File: config.mk
export PLATFORM = sky130hd
export DESIGN_NAME = lut_bist_ctrl
export DESIGN_NICKNAME = d
export VERILOG_FILES = /design/src/rtl/lut_bist_ctrl.sv
export SDC_FILE = /design/constraint.sdc
export NUM_CORES = 1
export LEC_CHECK = 0
export ABC_CLOCK_PERIOD_IN_PS = 4500
export BUFFER_PORTS_ARGS = -buffer_cell sky130_fd_sc_hd__buf_4
export CAP_MARGIN = 0
export CORE_ASPECT_RATIO = 0.8
export CORE_MARGIN = 2
export CORE_UTILIZATION = 57
export CTS_CLUSTER_SIZE = 20
export DETAILED_ROUTE_END_ITERATION = 10
export GPL_ROUTABILITY_DRIVEN = 0
export GPL_TIMING_DRIVEN = 0
export PLACE_DENSITY = 0.95
export SLEW_MARGIN = 5
export SYNTH_ARGS = -nofsm -noshare
export SYNTH_HDL_FRONTEND = slang
export SYNTH_SLANG_ARGS = --single-unit
File: constraint.sdc
create_clock -name clk -period 4.5 [get_ports clk]
set_input_delay 0.225 -clock clk [delete_from_list [all_inputs] [get_ports clk]]
set_output_delay 0.225 -clock clk [all_outputs]
set_load 0.02 [all_outputs]
File: src/rtl/lut_bist_ctrl.sv
// Self-test sequencer for a small combinational LUT: sweeps every input code,
// records the observed truth table and compares it against EXP_MASK.
`timescale 1ns/1ps
module lut_bist_ctrl #(
   parameter int IN_W = 4,
   parameter int SETTLE = 1,
   parameter logic [2**IN_W-1:0] EXP_MASK = 16'h0510
) (
   input  logic              clk,
   input  logic              rst_n,
   input  logic              start_i,
   input  logic              abort_i,
   output logic [IN_W-1:0]   lut_x_o,
   input  logic              lut_y_i,
   output logic              busy_o,
   output logic              done_o,
   output logic              pass_o,
   output logic [2**IN_W-1:0] mask_o,
   output logic [IN_W:0]     err_cnt_o,
   output logic [IN_W-1:0]   first_err_o
);

   localparam int N     = 2**IN_W;
   localparam int CNT_W = (SETTLE > 1) ? $clog2(SETTLE) : 1;
   localparam logic [CNT_W-1:0] CNT_LAST = CNT_W'(SETTLE - 1);
   localparam logic [IN_W-1:0]  X_LAST   = {IN_W{1'b1}};

   localparam logic [1:0] ST_IDLE  = 2'd0;
   localparam logic [1:0] ST_APPLY = 2'd1;
   localparam logic [1:0] ST_DONE  = 2'd2;

   logic [1:0]      state_reg, state_next;
   logic [IN_W-1:0] x_reg, x_next;
   logic [CNT_W-1:0] cnt_reg, cnt_next;
   logic [N-1:0]    mask_reg, mask_next;
   logic [IN_W:0]   err_reg, err_next;
   logic [IN_W-1:0] first_reg, first_next;
   logic            pass_reg, pass_next;

   always_comb begin
      state_next = state_reg;
      x_next     = x_reg;
      cnt_next   = cnt_reg;
      mask_next  = mask_reg;
      err_next   = err_reg;
      first_next = first_reg;
      pass_next  = pass_reg;
      case (state_reg)
         ST_IDLE: begin
            x_next   = '0;
            cnt_next = '0;
            // abort has priority over a simultaneous start
            if (start_i && !abort_i) begin
               state_next = ST_APPLY;
               mask_next  = '0;
               err_next   = '0;
               first_next = '0;
               pass_next  = 1'b0;
            end
         end
         ST_APPLY: begin
            if (abort_i) begin
               state_next = ST_IDLE;
               x_next     = '0;
               cnt_next   = '0;
            end else if (cnt_reg == CNT_LAST) begin
               cnt_next          = '0;
               mask_next[x_reg]  = lut_y_i;
               if (lut_y_i != EXP_MASK[x_reg]) begin
                  err_next = err_reg + 1'b1;
                  if (err_reg == '0)
                     first_next = x_reg;
               end
               if (x_reg == X_LAST)
                  state_next = ST_DONE;
               else
                  x_next = x_reg + 1'b1;
            end else begin
               cnt_next = cnt_reg + 1'b1;
            end
         end
         ST_DONE: begin
            pass_next  = (err_reg == '0);
            state_next = ST_IDLE;
            x_next     = '0;
         end
         default: begin
            state_next = ST_IDLE;
            x_next     = '0;
            cnt_next   = '0;
         end
      endcase
   end

   always_ff @(posedge clk or negedge rst_n) begin
      if (!rst_n) begin
         state_reg <= ST_IDLE;
         x_reg     <= '0;
         cnt_reg   <= '0;
         mask_reg  <= '0;
         err_reg   <= '0;
         first_reg <= '0;
         pass_reg  <= 1'b0;
      end else begin
         state_reg <= state_next;
         x_reg     <= x_next;
         cnt_reg   <= cnt_next;
         mask_reg  <= mask_next;
         err_reg   <= err_next;
         first_reg <= first_next;
         pass_reg  <= pass_next;
      end
   end

   assign lut_x_o     = x_reg;
   assign busy_o      = (state_reg == ST_APPLY);
   assign done_o      = (state_reg == ST_DONE);
   assign pass_o      = pass_reg;
   assign mask_o      = mask_reg;
   assign err_cnt_o   = err_reg;
   assign first_err_o = first_reg;

endmodule

After elaboration in Yosys (flattened, before gate mapping)

Memories as Yosys holds them, arrays and structs flattened.
Index checks and enable logic that the tools add are counted.

ROM bits: 16
Bits in registers: 33
Memories: 1

Equal/unequal tests: 12
$lt $le $gt $ge: 2
Add/subtract/negate cells: 3
Muxes and demuxes: 33
Reduce and logical (&&, ||, !) cells: 13

Memories:

| memory           | words | bits a word | rd ports | clocked after memory_dff | wr ports | RTL line | source |
|---|---|---|---|---|---|---|---|
| (name not given) | 16    | 1           | 1        | 0                        | 0        | 69       | `if (lut_y_i != EXP_MASK[x_reg]) begin` |

Operators with widths:

| operator              | number |
|---|---|
| $mux W16              | 3 |
| $mux W4               | 9 |
| $pmux W16 S2          | 1 |
| $mux W5               | 4 |
| $bwmux W16            | 1 |
| $pmux W5 S2           | 1 |
| $mux W2               | 4 |
| $pmux W4 S2           | 1 |
| $ne A2 B2 Y1 const B  | 3 |
| $ne A3 B3 Y1 const B  | 2 |
| $reduce_and A6 Y1     | 1 |
| $add A5 B1 Y5 const B | 1 |
| $logic_not A5 Y1      | 1 |
| $lt A4 B5 Y1 const B  | 1 |
| $mux W1               | 5 |
| $reduce_and A5 Y1     | 1 |
| $add A4 B1 Y4 const B | 1 |
| $demux W1 S4          | 1 |
| $eq A4 B4 Y1 const B  | 1 |
| $ge A4 B1 Y1 const B  | 1 |
| $ne A2 B1 Y1 const B  | 2 |
| $pmux W1 S2           | 2 |
| $pmux W2 S2           | 1 |
| $reduce_and A2 Y1     | 2 |
| other kinds (11)      | 13 |

Longest topological paths before layout

Depth in word-level cells: 8
Mapped depth: 8

Worst setup path before layout

OpenSTA, ideal clock, no wires.

Kind: register -> register
Start: reg x_reg[0], in the netlist lut_x_o[0]
End: reg first_reg[2], in the netlist first_err_o[2]
Stages on the path, launching flop included: 9
Path buffers: 2
Slack: 2312 ps
Data arrival time: 2066 ps
Period minus slack after synthesis: 2188 ps
Path through: dfrtp_1 > inv_1 > ha_1 > and3b_1 > buf_6 > or3_1 > buf_2 > and4_4 > a32o_1

Cells in the longest elaborated chain, start to end: 5

RTL lines:

| element                       | RTL line | source |
|---|---|---|
| start: declaration            | 33       | `logic [IN_W-1:0] x_reg, x_next;` |
| start signal: assignment      | 106      | `x_reg <= x_next;` |
| $mem_v2 Z16 W1                | --       |  |
| $mux W1 (not written as such) | 69       |  |
| $ne A1 B1 Y1                  | 69       |  |
| $ne A2 B1 Y1 (no line)        | --       |  |
| $reduce_and A6 Y1 (no line)   | --       |  |
| end signal: assignment        | 110      | `first_reg <= first_next;` |
| end: declaration              | 37       | `logic [IN_W-1:0] first_reg, first_next;` |

No other way between the ends. The select of a mux whose other input is x is not followed.
A chain may end at the register's enable or synchronous reset.

Final worst setup path

Start: reg x_reg[0], in the netlist lut_x_o[0]
End: reg first_reg[0], in the netlist first_err_o[0]

Cells in the longest elaborated chain, start to end: 5

RTL lines:

| element                                                    | RTL line |
|---|---|
| $mem_v2 Z16 W1 or $mux W4 (tied branches)                  | -- |
| $mux W1 (not written as such) or $mux W4 (tied branches)   | 69 |
| $ne A1 B1 Y1 or $mux W4 (tied branches)                    | 69, 66 |
| $ne A2 B1 Y1 (no line) or $mux W4 (tied branches)          | -- |
| $reduce_and A6 Y1 (no line) or $pmux W4 S2 (tied branches) | -- |

Several ways; a longest one is shown, not always the timed one. The select of a mux whose other input is x is not followed.

==> flow_summary.toml <==
[cts]
htree_levels = 2
clock-sinks = 32
clockRootBuffer = "clkbuf_4"
tritoncts = "built"
post_cts_buffers = 0
clk_pin_slew_ns = 0.10
clk_latency_ns = 0.35
clock_path_buffers = 2
cts_buffers = 5

[worst_setup_path]
crit_chain = "inv_1 -> ha_1 -> and3b_1 -> buf_6 -> o21ai_1 -> nand4_1 -> a32o_1"
reg2reg_depth = 7
crit_start = "lut_x_o[0]$_DFFE_PN0P_"
reg2reg_slack_ns = 2.13
cp.required_ns = 4.75
critPathKind = "flop to flop"
path_max_fanout = 9
startpoint_type = "flop"
end_kind = "flop"
slowest_delay_ns = 0.54
critPathSlowestCell = "dfrtp_1"
r2r-end = "first_err_o[0]$_DFFE_PN0P_"
crit_family = "compound AO/OA/AOI/OAI gates"
cp_data_arrival_time_ns = 2.62
r2r_start = "lut_x_o[0]$_DFFE_PN0P_"
crit_buf_inv = 2

[hold_path]
min_path_cells = 3
hold_start = "lut_y_i"
worstHoldPathType = "input pin to flop"
min_to = "mask_o[7]$_DFFE_PN0P_"

[grt]
grt_overflow = 0
grt_util_all_layers_pct = 26.2
grt_pass1_wl_microns = 6400
grt_max_degree = 33
grt_pass1_vias = 1322
antenna_found_initial = 0

[synthesis]
synth_xor_xnor_area_share_pct = 0.529
syn_avg_cell_area_sq_um = 9.20
yosysWarnings = 0
ys_top_cells_by_area = "dfrtp_1 (48%), o21ai_1 (9.4%), ha_1 (4.5%)"
synthCells = 180
synth_nets = 191
yosysUniqueCellTypes = 42
synth_compound_area_share_pct = 23.0
yosysTopAreaCell = "dfrtp_1"
ys_ff_latch = 32
seq_area_frac_synth_pct = 48.3
synthMuxAreaShare_pct = 0.680
synth_fa_ha_area_share_pct = 4.53
synth_area_sq_um = 1660
post-synth-top-area-fraction_pct = 48.3
synth-simple-area-share_pct = 18.2
synth_top_family_by_area = "compound AO/OA/AOI/OAI gates"

[floorplanning]
core_area_sq_um = 2770
start_util_pct = 59.9
die_w_microns = 64.3
num_rows = 17
pin_count = 37
dieHeight_microns = 52.2
dieArea_sq_um = 3360

[timing]
maxSlewViolCount = 0
setup_viol = 0
fin_tns_setup_ns = 0
relSlewSlack_pct = 52.1
max_freq_mhz = 423
finalCritPeriodShare_pct = 52.6
hold_violations = 0
setup_slack_ns = 2.13
max_slew.worst_pin.slew_ns = 0.709
skew_ns = 0.00728
fin_hold_ws_ns = 0.201
fin_crit_ns = 2.37
rsz0062_at_grt = "no"

[power]
p_switching_mw = 0.164
p_sw_share_pct = 29.8
pwr-share-clk_pct = 28.5
ir_worst_vdd_mv = 0.215
pwr-share-comb_pct = 15.4
p_leak_nw = 0.963
p_seq_share_pct = 56.1
intPower_mw = 0.385
power_density_nw_per_um2 = 270

[detailed_routing]
drtIter0Drc = 103
antenna_left = 0
dr.pass1.iters = 4
viasPerCell = 5.83
drc = 0
avgRoutedWirePerCell_microns = 15.0
drt_wl_total_microns = 3940
num_vias = 1527

[placement]
port_buffers = 36
dp_hpwl_microns = 2830
dp.cells = 254
placed_cell_area_sq_um = 1970
dp_slack_ns = 2.23

[job]
cap_violations = 0

[final_layout]
design_area_sq_um = 2030
antenna_cells = 0
largest_reg_flops = 16
area_delta_synth_final_pct = 22.6
nets = 235
finalNonFillerCells = 262
drive_gt1_share_pct = 22.3

[run_status]
outcome = "finished clean"
-- Yosys cell counts (all sizes together) --
| cell | n |
|---|---|
| and4 | 1 |
| or2b | 1 |
| o211ai | 1 |
| or4 | 1 |
| nor3b | 3 |
| nand3 | 8 |
| a31oi | 4 |
| nor3 | 5 |
| ha | 6 |
| o21ai | 33 |
| a22o | 1 |
| inv | 7 |
| o21a | 2 |
| nor2b | 3 |
| or3 | 1 |
| clkbuf | 7 |
| mux2 | 1 |
| a32o | 4 |
| o22ai | 1 |
| dfrtp | 32 |
| nand2 | 16 |
| a31o | 1 |
| and3b | 1 |
| or2 | 1 |
| a32oi | 1 |
| a21oi | 14 |
| and2 | 1 |
| nor4b | 1 |
| nand2b | 2 |
| or3b | 1 |
| buf | 4 |
| nand4 | 2 |
| xnor2 | 1 |
| a41oi | 1 |
| nor2 | 9 |
| o311ai | 2 |
-- routing by layer --
layer	vias up	routed length (microns)	GRT usage, %
met1	696	1800	36.6
met5	-	0	0
met2	76	1670	37.0
met3	15	329	4.95
met4	0	142	18.1
li1	740	-	-
-- power by group through the flow --
stage	logic, mW	registers [mW]	clock network, mW
CTS	0.0840	0.308	0.156
detailed placement	0.0830	0.313	0
finish	0.0845	0.308	0.156
floorplan	0.0399	0.321	0
global route	0.0934	0.310	0.168
global placement	0.0821	0.313	0
-- layout make-up --
| class | instances | area, sq um |
|---|---|---|
| clock buffer | 6 | 41.3 |
| multi-input combinational | 130 | 778 |
| fill | 213 | 734 |
| sequential | 32 | 801 |
| buffer | 11 | 51.3 |
| timing repair buffer | 37 | 280 |
| tap | 38 | 47.5 |
| clock inverter | 1 | 5.00 |
| inverter | 7 | 26.3 |
-- timing repair --
action | CTS | global route
hold buffers | 1 | 0
hold endpoints to repair | 32 | 0
resized for setup | 0 | 0
-- cells in the final DEF, fill, tap and decap left out, drive strengths merged, types with 3 or more instances in the layout --
cell type	netlist	routed
nand2	16	16
nor3b	3	3
nand3	8	8
buf	4	40
nor2	9	9
clkbuf	7	13
a31oi	4	4
o21ai	33	33
nor3	5	5
a21oi	14	14
inv	7	7
a32o	4	4
ha	6	6
nor2b	3	3
dfrtp	32	32
-- tightest hold or removal path: cells and delay by family --
family                 cells  cell delay, ns
AOI/OAI and AO/OA          1            0.07
buffers and inverters      1            0.14
and+or+nand+nor            1            0.08
-- kinds of logic (layout without fill, tap and decap cells) --
group	after synthesis	in the layout
fa+ha+maj	6	6
simple gates	57	57
flops	32	32
mux	1	1
compound gates	65	65
xor+xnor	1	1
buf+inv	18	62
-- stage by stage --
step	power [mW]	util, %
final	0.549	73.4
after global routing	0.571	73.4
after CTS	0.548	73.4
after detailed placement	0.396	71.4
after global placement	0.395	71.4
after floorplan	0.361	-
-- worst max path at each step --
stage	end	slack, ns	depth (start not counted)
floorplan	first_err_o[2]$_DFFE_PN0P_	2.31	8
global route	first_err_o[0]$_DFFE_PN0P_	1.99	7
global placement	first_err_o[1]$_DFFE_PN0P_	2.27	7
CTS	first_err_o[0]$_DFFE_PN0P_	2.21	7
finish	first_err_o[0]$_DFFE_PN0P_	2.13	7
detailed placement	first_err_o[0]$_DFFE_PN0P_	2.23	7
Power figures use the tool's default switching activity.
